File: config.mk
export PLATFORM = sky130hd
export DESIGN_NAME = multi_bounce_engine_flat
export DESIGN_NICKNAME = d
export VERILOG_FILES = /design/src/rtl/multi_bounce_engine_if.sv /design/src/rtl/multi_bounce_engine.sv /design/src/flat_wrapper.sv
export SDC_FILE = /design/constraint.sdc
export NUM_CORES = 1
export LEC_CHECK = 0
export ABC_AREA = 1
export BUFFER_PORTS_ARGS = -buffer_cell sky130_fd_sc_hd__buf_2
export CAP_MARGIN = 15
export CORE_ASPECT_RATIO = 2
export CORE_MARGIN = 1.5
export CORE_UTILIZATION = 45
export DETAILED_ROUTE_END_ITERATION = 8
export REMOVE_ABC_BUFFERS = 1
export SETUP_SLACK_MARGIN = 0.05
export SLEW_MARGIN = 10
export SYNTH_ARGS = -nofsm -noshare
export SYNTH_HDL_FRONTEND = slang
export SYNTH_SLANG_ARGS = --single-unit
File: constraint.sdc
create_clock -name clk -period 4.21 [get_ports clk]
set_input_delay 1.263 -clock clk [delete_from_list [all_inputs] [get_ports clk]]
set_output_delay 1.263 -clock clk [all_outputs]
set_load 0.01 [all_outputs]
File: src/rtl/multi_bounce_engine_if.sv
// Pixel-plot bus between the bounce engine, the background ROM and the frame buffer.
// master: drives x, y, plot_color, plot, frame_done; samples image_color.
interface multi_bounce_engine_if #(
  parameter int X_W     = 8,
  parameter int Y_W     = 7,
  parameter int COLOR_W = 3
);
  logic [X_W-1:0]     x;
  logic [Y_W-1:0]     y;
  logic [COLOR_W-1:0] plot_color;
  logic               plot;
  logic               frame_done;
  logic [COLOR_W-1:0] image_color;

  modport master (
    output x, y, plot_color, plot, frame_done,
    input  image_color
  );

  modport slave (
    input  x, y, plot_color, plot, frame_done,
    output image_color
  );
endinterface

File: src/rtl/multi_bounce_engine.sv
// Bouncing-object engine: moves NUM_OBJ pixels over a background, bouncing off
// borders and OBS_COLOR pixels. Ports: clk, reset (async high), enable, bus.
module multi_bounce_engine #(
  parameter int NUM_OBJ     = 4,
  parameter int X_W         = 8,
  parameter int Y_W         = 7,
  parameter int X_MAX       = 159,
  parameter int Y_MAX       = 119,
  parameter int COLOR_W     = 3,
  parameter logic [COLOR_W-1:0] OBS_COLOR = 3'b100,
  parameter int TICK_CYCLES = 1000000,
  parameter int START_X     = 10,
  parameter int START_Y     = 10,
  parameter int STEP_X      = 20,
  parameter int STEP_Y      = 10
) (
  input  logic clk,
  input  logic reset,
  input  logic enable,
  multi_bounce_engine_if.master bus
);
  localparam int IW      = (NUM_OBJ > 1) ? $clog2(NUM_OBJ) : 1;
  localparam int TIMER_W = $clog2(TICK_CYCLES + 1);
  localparam int NSLOT   = 2 ** IW;
  localparam int NCOL    = (2 ** COLOR_W) - 1;
  localparam logic [IW-1:0] LAST = IW'(NUM_OBJ - 1);

  typedef enum logic [2:0] {
    START, INIT, WAIT, ERASE, PROBE_X, PROBE_Y, MOVE, DRAW
  } state_t;

  state_t state, state_d;
  logic [IW-1:0]      idx, idx_d;
  logic [TIMER_W-1:0] timer, timer_d;
  logic               mx, my;

  // Slots past NUM_OBJ-1 are never selected; sizing to 2**IW keeps
  // the idx select in range for any NUM_OBJ.
  logic [X_W-1:0] xpos [NSLOT];
  logic [Y_W-1:0] ypos [NSLOT];
  logic           xdir [NSLOT];
  logic           ydir [NSLOT];

  logic [X_W-1:0]     cur_x, cand_x;
  logic [Y_W-1:0]     cur_y, cand_y;
  logic               cur_xd, cur_yd;
  logic [COLOR_W-1:0] cur_col;
  logic               blk_x, blk_y;

  assign cur_x   = xpos[idx];
  assign cur_y   = ypos[idx];
  assign cur_xd  = xdir[idx];
  assign cur_yd  = ydir[idx];
  assign cur_col = COLOR_W'((32'(idx) % NCOL) + 1);
  assign cand_x  = cur_xd ? cur_x + 1'b1 : cur_x - 1'b1;
  assign cand_y  = cur_yd ? cur_y + 1'b1 : cur_y - 1'b1;

  // Border decided from the current position, so a wrapped candidate
  // address never influences the result.
  assign blk_x = (cur_xd ? (cur_x >= X_W'(X_MAX)) : (cur_x == '0))
               || (bus.image_color == OBS_COLOR);
  assign blk_y = (cur_yd ? (cur_y >= Y_W'(Y_MAX)) : (cur_y == '0))
               || (bus.image_color == OBS_COLOR);

  always_comb begin
    state_d        = state;
    idx_d          = idx;
    timer_d        = timer;
    bus.x          = '0;
    bus.y          = '0;
    bus.plot_color = '0;
    bus.plot       = 1'b0;
    bus.frame_done = 1'b0;
    unique case (state)
      START: state_d = INIT;
      INIT: begin
        bus.x          = cur_x;
        bus.y          = cur_y;
        bus.plot_color = cur_col;
        bus.plot       = 1'b1;
        if (idx == LAST) begin
          idx_d   = '0;
          state_d = WAIT;
        end else begin
          idx_d = idx + 1'b1;
        end
      end
      WAIT: begin
        if (enable) begin
          if (timer == TIMER_W'(TICK_CYCLES - 1)) begin
            timer_d = '0;
            state_d = ERASE;
          end else begin
            timer_d = timer + 1'b1;
          end
        end
      end
      ERASE: begin
        bus.x          = cur_x;
        bus.y          = cur_y;
        bus.plot_color = bus.image_color;
        bus.plot       = 1'b1;
        state_d        = PROBE_X;
      end
      PROBE_X: begin
        bus.x   = cand_x;
        bus.y   = cur_y;
        state_d = PROBE_Y;
      end
      PROBE_Y: begin
        bus.x   = cur_x;
        bus.y   = cand_y;
        state_d = MOVE;
      end
      MOVE: state_d = DRAW;
      DRAW: begin
        bus.x          = cur_x;
        bus.y          = cur_y;
        bus.plot_color = cur_col;
        bus.plot       = 1'b1;
        if (idx == LAST) begin
          bus.frame_done = 1'b1;
          idx_d          = '0;
          state_d        = WAIT;
        end else begin
          idx_d   = idx + 1'b1;
          state_d = ERASE;
        end
      end
      default: state_d = START;
    endcase
  end

  always_ff @(posedge clk or posedge reset) begin
    if (reset) begin
      state <= START;
      idx   <= '0;
      timer <= '0;
      mx    <= 1'b0;
      my    <= 1'b0;
      for (int i = 0; i < NSLOT; i++) begin
        xpos[i] <= X_W'(START_X + i * STEP_X);
        ypos[i] <= Y_W'(START_Y + i * STEP_Y);
        xdir[i] <= (i % 2 == 0);
        ydir[i] <= (i % 2 == 0);
      end
    end else begin
      state <= state_d;
      idx   <= idx_d;
      timer <= timer_d;
      if (state == PROBE_X) begin
        mx <= ~blk_x;
        if (blk_x) xdir[idx] <= ~cur_xd;
      end
      if (state == PROBE_Y) begin
        my <= ~blk_y;
        if (blk_y) ydir[idx] <= ~cur_yd;
      end
      // A blocked axis has mx/my clear, so a flipped direction
      // never moves the object in the same step.
      if (state == MOVE) begin
        if (mx) xpos[idx] <= cur_xd ? cur_x + 1'b1 : cur_x - 1'b1;
        if (my) ypos[idx] <= cur_yd ? cur_y + 1'b1 : cur_y - 1'b1;
      end
    end
  end
endmodule

File: src/flat_wrapper.sv
// flat-port wrapper written by rule: the top's interface ports become plain ports
module multi_bounce_engine_flat 
#(
  parameter int NUM_OBJ     = 4,
  parameter int X_W         = 8,
  parameter int Y_W         = 7,
  parameter int X_MAX       = 159,
  parameter int Y_MAX       = 119,
  parameter int COLOR_W     = 3,
  parameter logic [COLOR_W-1:0] OBS_COLOR = 3'b100,
  parameter int TICK_CYCLES = 1000000,
  parameter int START_X     = 10,
  parameter int START_Y     = 10,
  parameter int STEP_X      = 20,
  parameter int STEP_Y      = 10
)
  (clk, reset, enable, bus_x, bus_y, bus_plot_color, bus_plot, bus_frame_done, bus_image_color);
  multi_bounce_engine_if #(.X_W(X_W), .Y_W(Y_W), .COLOR_W(COLOR_W)) bus_i ();
  input  logic clk;
  input  logic reset;
  input  logic enable;
  output wire logic [$bits(bus_i.x)-1:0] bus_x;
  output wire logic [$bits(bus_i.y)-1:0] bus_y;
  output wire logic [$bits(bus_i.plot_color)-1:0] bus_plot_color;
  output wire logic [$bits(bus_i.plot)-1:0] bus_plot;
  output wire logic [$bits(bus_i.frame_done)-1:0] bus_frame_done;
  input wire logic [$bits(bus_i.image_color)-1:0] bus_image_color;
  assign bus_x = bus_i.x;
  assign bus_y = bus_i.y;
  assign bus_plot_color = bus_i.plot_color;
  assign bus_plot = bus_i.plot;
  assign bus_frame_done = bus_i.frame_done;
  assign bus_i.image_color = bus_image_color;
  multi_bounce_engine #(.NUM_OBJ(NUM_OBJ), .X_W(X_W), .Y_W(Y_W), .X_MAX(X_MAX), .Y_MAX(Y_MAX), .COLOR_W(COLOR_W), .OBS_COLOR(OBS_COLOR), .TICK_CYCLES(TICK_CYCLES), .START_X(START_X), .START_Y(START_Y), .STEP_X(STEP_X), .STEP_Y(STEP_Y)) u_core (.clk(clk), .reset(reset), .enable(enable), .bus(bus_i));
endmodule
==> impl_metrics.py <==
metrics = {
    "layout": {
        "synthToLayoutAreaGrowth_pct": 16.7,
        "stdcell_area_mm2": 0.00652,
        "nFillCells": 1141,
        "antennaDiodeCount": 0,
        "layoutNonFillerInstCount": 937,
        "postLayoutCoreUtil_pct": 53.8,
        "drive_above_1_share_pct": 19.4,
        "fin_nets": 809,
    },
    "clock_tree": {
        "cts_root_buf": "clkbuf_16",
        "cts_buffers": 9,
        "clock_latency_ns": 0.34,
        "clock-sinks": 95,
        "hold_buffers": 0,
        "htreeDepth": 3,
        "clk_pin_slew_ns": 0.07,
        "cts_max_path_buffers": 2,
        "cts_tree": "done",
    },
    "detailed_routing": {
        "drt_iter0_markers": 260,
        "vias": 5140,
        "wl_per_cell_um": 16.4,
        "wirelength_um": 15400,
        "ant_nets": 0,
        "viasPerCell": 5.49,
        "drtPass1Iterations": 6,
        "drc": 0,
    },
    "logic_synthesis": {
        "synth_top_cell_area_share_pct": 30.9,
        "synth_cell_types": 42,
        "synthTopCellsByArea": "dfrtp_1 (31%), nand2_1 (17%), dfstp_2 (12%)",
        "syn_area_mm2": 0.00559,
        "ys_ff_latch": 95,
        "syn-instance-count": 739,
        "ys_warn_count": 0,
        "ys_seq_area_share_pct": 43.1,
        "synth_largest_area_cell": "dfrtp_1",
        "syn_avg_cell_area_um2": 7.56,
    },
    "power_and_ir_drop": {
        "p_comb_share_pct": 4.3,
        "cellPowerDensity_mw_per_mm2": 309,
        "clkPwrFrac_pct": 47.9,
        "ir_drop_mv": 0.253,
        "pwr-share-seq_pct": 47.9,
        "power.total_mw": 2.01,
        "p_int_mw": 1.57,
        "p_sw_mw": 0.444,
        "p_leak_nw": 3.21,
        "switching_share_pct": 22.1,
    },
    "placement": {
        "place_inst": 904,
        "dp_hpwl_um": 11100,
        "dpl_cell_area_mm2": 0.00586,
        "port_buffers": 25,
        "routabilityCongestion": 0.898,
    },
    "global_routing": {
        "antenna_found_initial": 0,
        "grt_usage_pct": 24.1,
        "grt_max_degree": 36,
        "grt_pass1_vias": 5088,
        "grt_overflow": 0,
        "grt_pass1_wl_um": 24400,
    },
    "setup_path": {
        "critPathMaxFanout": 14,
        "worstSetupStartpointType": "flop",
        "worst-setup-path-type": "reg -> out",
        "critical_path.endpoint_type": "output port",
        "crit_slowest_cell": "dfrtp_2",
        "critPathArrivalTime_ns": 2.87,
        "path_cells": "buf_4 > inv_8 > nand2_1 > nand3_2 > nand2_8 > ha_4 > nand2_1 > a21oi_1 > a211oi_1 > nand2_1 > or2_4 > nand3_1 > o21ai_0 > buf_2",
        "slowest_delay_ns": 0.51,
        "cp.required_ns": 2.95,
        "critPathMostFrequentCell": "nand2_1",
    },
    "floorplanning": {
        "core_mm2": 0.0121,
        "die_x_um": 81.8,
        "dieArea_mm2": 0.0131,
        "rows": 57,
        "ios": 26,
        "start_util_pct": 46.1,
        "die_y_um": 161,
    },
    "timing": {
        "finalHoldViolCount": 0,
        "finalSetupViolations": 0,
        "rsz0062_at_grt": "yes",
        "finalMaxSlewViolations": 0,
        "fin_skew_ns": 0.00574,
        "maxSlewHeadroom_pct": 65.6,
        "tightest_slew_ns": 0.516,
        "finalCriticalPeriod_ns": 4.14,
        "fmax_mhz": 242,
        "timing.final.crit_share_pct": 98.2,
    },
    "flow_run": {
        "cap_violations": 0,
    },
    "worst_hold_path": {
        "min-delay-path-class": "reg -> reg",
    },
    "outcome": {
        "outcome": "complete, no violations",
    },
}
timing repair:
item | 4_1_cts | 5_1_grt
pin swaps | 1 | 11
gates cloned | 0 | 3
setup buffers | 3 | 11
endpoints found under the setup margin | 7 | 7
gates resized for setup | 2 | 36
path summary, 6_finish.rpt:
path,startpoint,endpoint,slack (ns),depth (start not counted)
worst max-delay path,u_core.idx[0],bus_y[5],0.07,14
worst min-delay path,u_core.ydir[3],u_core.ydir[3],0.46,2
worst max register to register,u_core.idx[0],u_core.ypos[27],1.57,15
worst min register to register,u_core.ydir[3],u_core.ydir[3],0.46,2
max in group asynchronous,reset,u_core.xpos[6],2.42,3
min in group asynchronous,reset,u_core.timer[4],0.94,2
through the flow:
stage,worst slack (ns),hold WS (ns),setup TNS (ns)
finish,0.0749,0.464,0
global route,-0.0215,0.475,-0.0215
CTS,0.0822,0.463,0
detailed placement,0.224,0.453,0
global placement,0.305,0.449,0
floorplan,0.159,0.442,0
cells by family (layout without fill, tap and decap cells):
logic type / Yosys count / in the layout / share of synthesized area, %
simple gates: 417 / 418 / 32.9
buf+inv: 101 / 151 / 8.26
flops: 95 / 95 / 43.1
compound gates: 94 / 94 / 9.03
fa+ha+maj: 18 / 18 / 4.30
xor+xnor: 14 / 14 / 2.33
worst max-delay path, delay by kind of cell (launching register included):
kind                       cells  cell delay (ns)
DFF                            1             0.51
adders and majority gates      1             0.28
AOI/OAI and AO/OA              3             0.42
buffers and inverters          3             0.46
and+or+nand+nor                7             0.87
power by group through the flow:
stage          sequential [mW]  clock (mW)  combinational, mW
5_1_grt                  0.966        1.01              0.101
6_report                 0.963       0.963             0.0856
3_5_place_dp             0.978           0             0.0889
4_1_cts                  0.963       0.978             0.0880
2_1_floorplan            0.974           0             0.0664
3_3_place_gp             0.978           0             0.0850
Yosys cell counts, drive strengths merged:
| master | number |
|---|---|
| xor2 | 9 |
| nor3 | 13 |
| nand4 | 18 |
| a21oi | 16 |
| nand2 | 258 |
| nor4 | 2 |
| inv | 80 |
| xnor2 | 5 |
| o21ai | 62 |
| buf | 19 |
| nand3 | 77 |
| a22oi | 1 |
| o22ai | 11 |
| nor3b | 3 |
| clkbuf | 1 |
| o22a | 1 |
| dfstp | 26 |
| a211oi | 1 |
| or2 | 2 |
| dfrtp | 69 |
| fa | 2 |
| clkinv | 1 |
| a21o | 1 |
| ha | 16 |
| o211a | 1 |
| nor2 | 44 |
layout make-up:
class | instances | area, µm² | share of cell area (%)
timing repair inverter | 1 | 11.3 | 0.173
multi-input combinational | 544 | 2850 | 43.7
tap | 147 | 184 | 2.82
clock buffer | 10 | 239 | 3.67
timing repair buffer | 53 | 382 | 5.85
clock inverter | 6 | 115 | 1.77
sequential | 95 | 2410 | 37.0
inverter | 81 | 325 | 4.99
flip-flops by register name (all words and copies together), names as in the netlist:
register,count
u_core.xpos,32
u_core.state,3
u_core.ydir,4
u_core.timer,20
u_core.my,1
u_core.xdir,4
u_core.mx,1
u_core.idx,2
u_core.ypos,28
cells in the final DEF, fill, tap and decap left out, types with 3 or more instances in the layout:
| master | count |
|---|---|
| a21oi_1 | 14 |
| buf_2 | 25 |
| buf_4 | 24 |
| bufinv_16 | 3 |
| clkbuf_16 | 10 |
| dfrtp_1 | 67 |
| dfstp_2 | 26 |
| ha_1 | 11 |
| ha_4 | 5 |
| inv_1 | 68 |
| inv_2 | 8 |
| nand2_1 | 242 |
| nand2_2 | 13 |
| nand2_4 | 3 |
| nand3_1 | 69 |
| nand3_2 | 7 |
| nand4_1 | 18 |
| nor2_1 | 40 |
| nor3_1 | 12 |
| nor3b_1 | 3 |
| o21ai_0 | 56 |
| o21ai_1 | 5 |
| o22ai_1 | 11 |
| xnor2_1 | 5 |
| xor2_1 | 8 |
per-layer routing:
metal	global-route usage [%]	wire [µm]
met5	0	0
met4	15.1	902
met3	3.18	571
met2	40.4	7840
met1	28.0	6050
No activity file was read; power rests on OpenSTA's default activity.
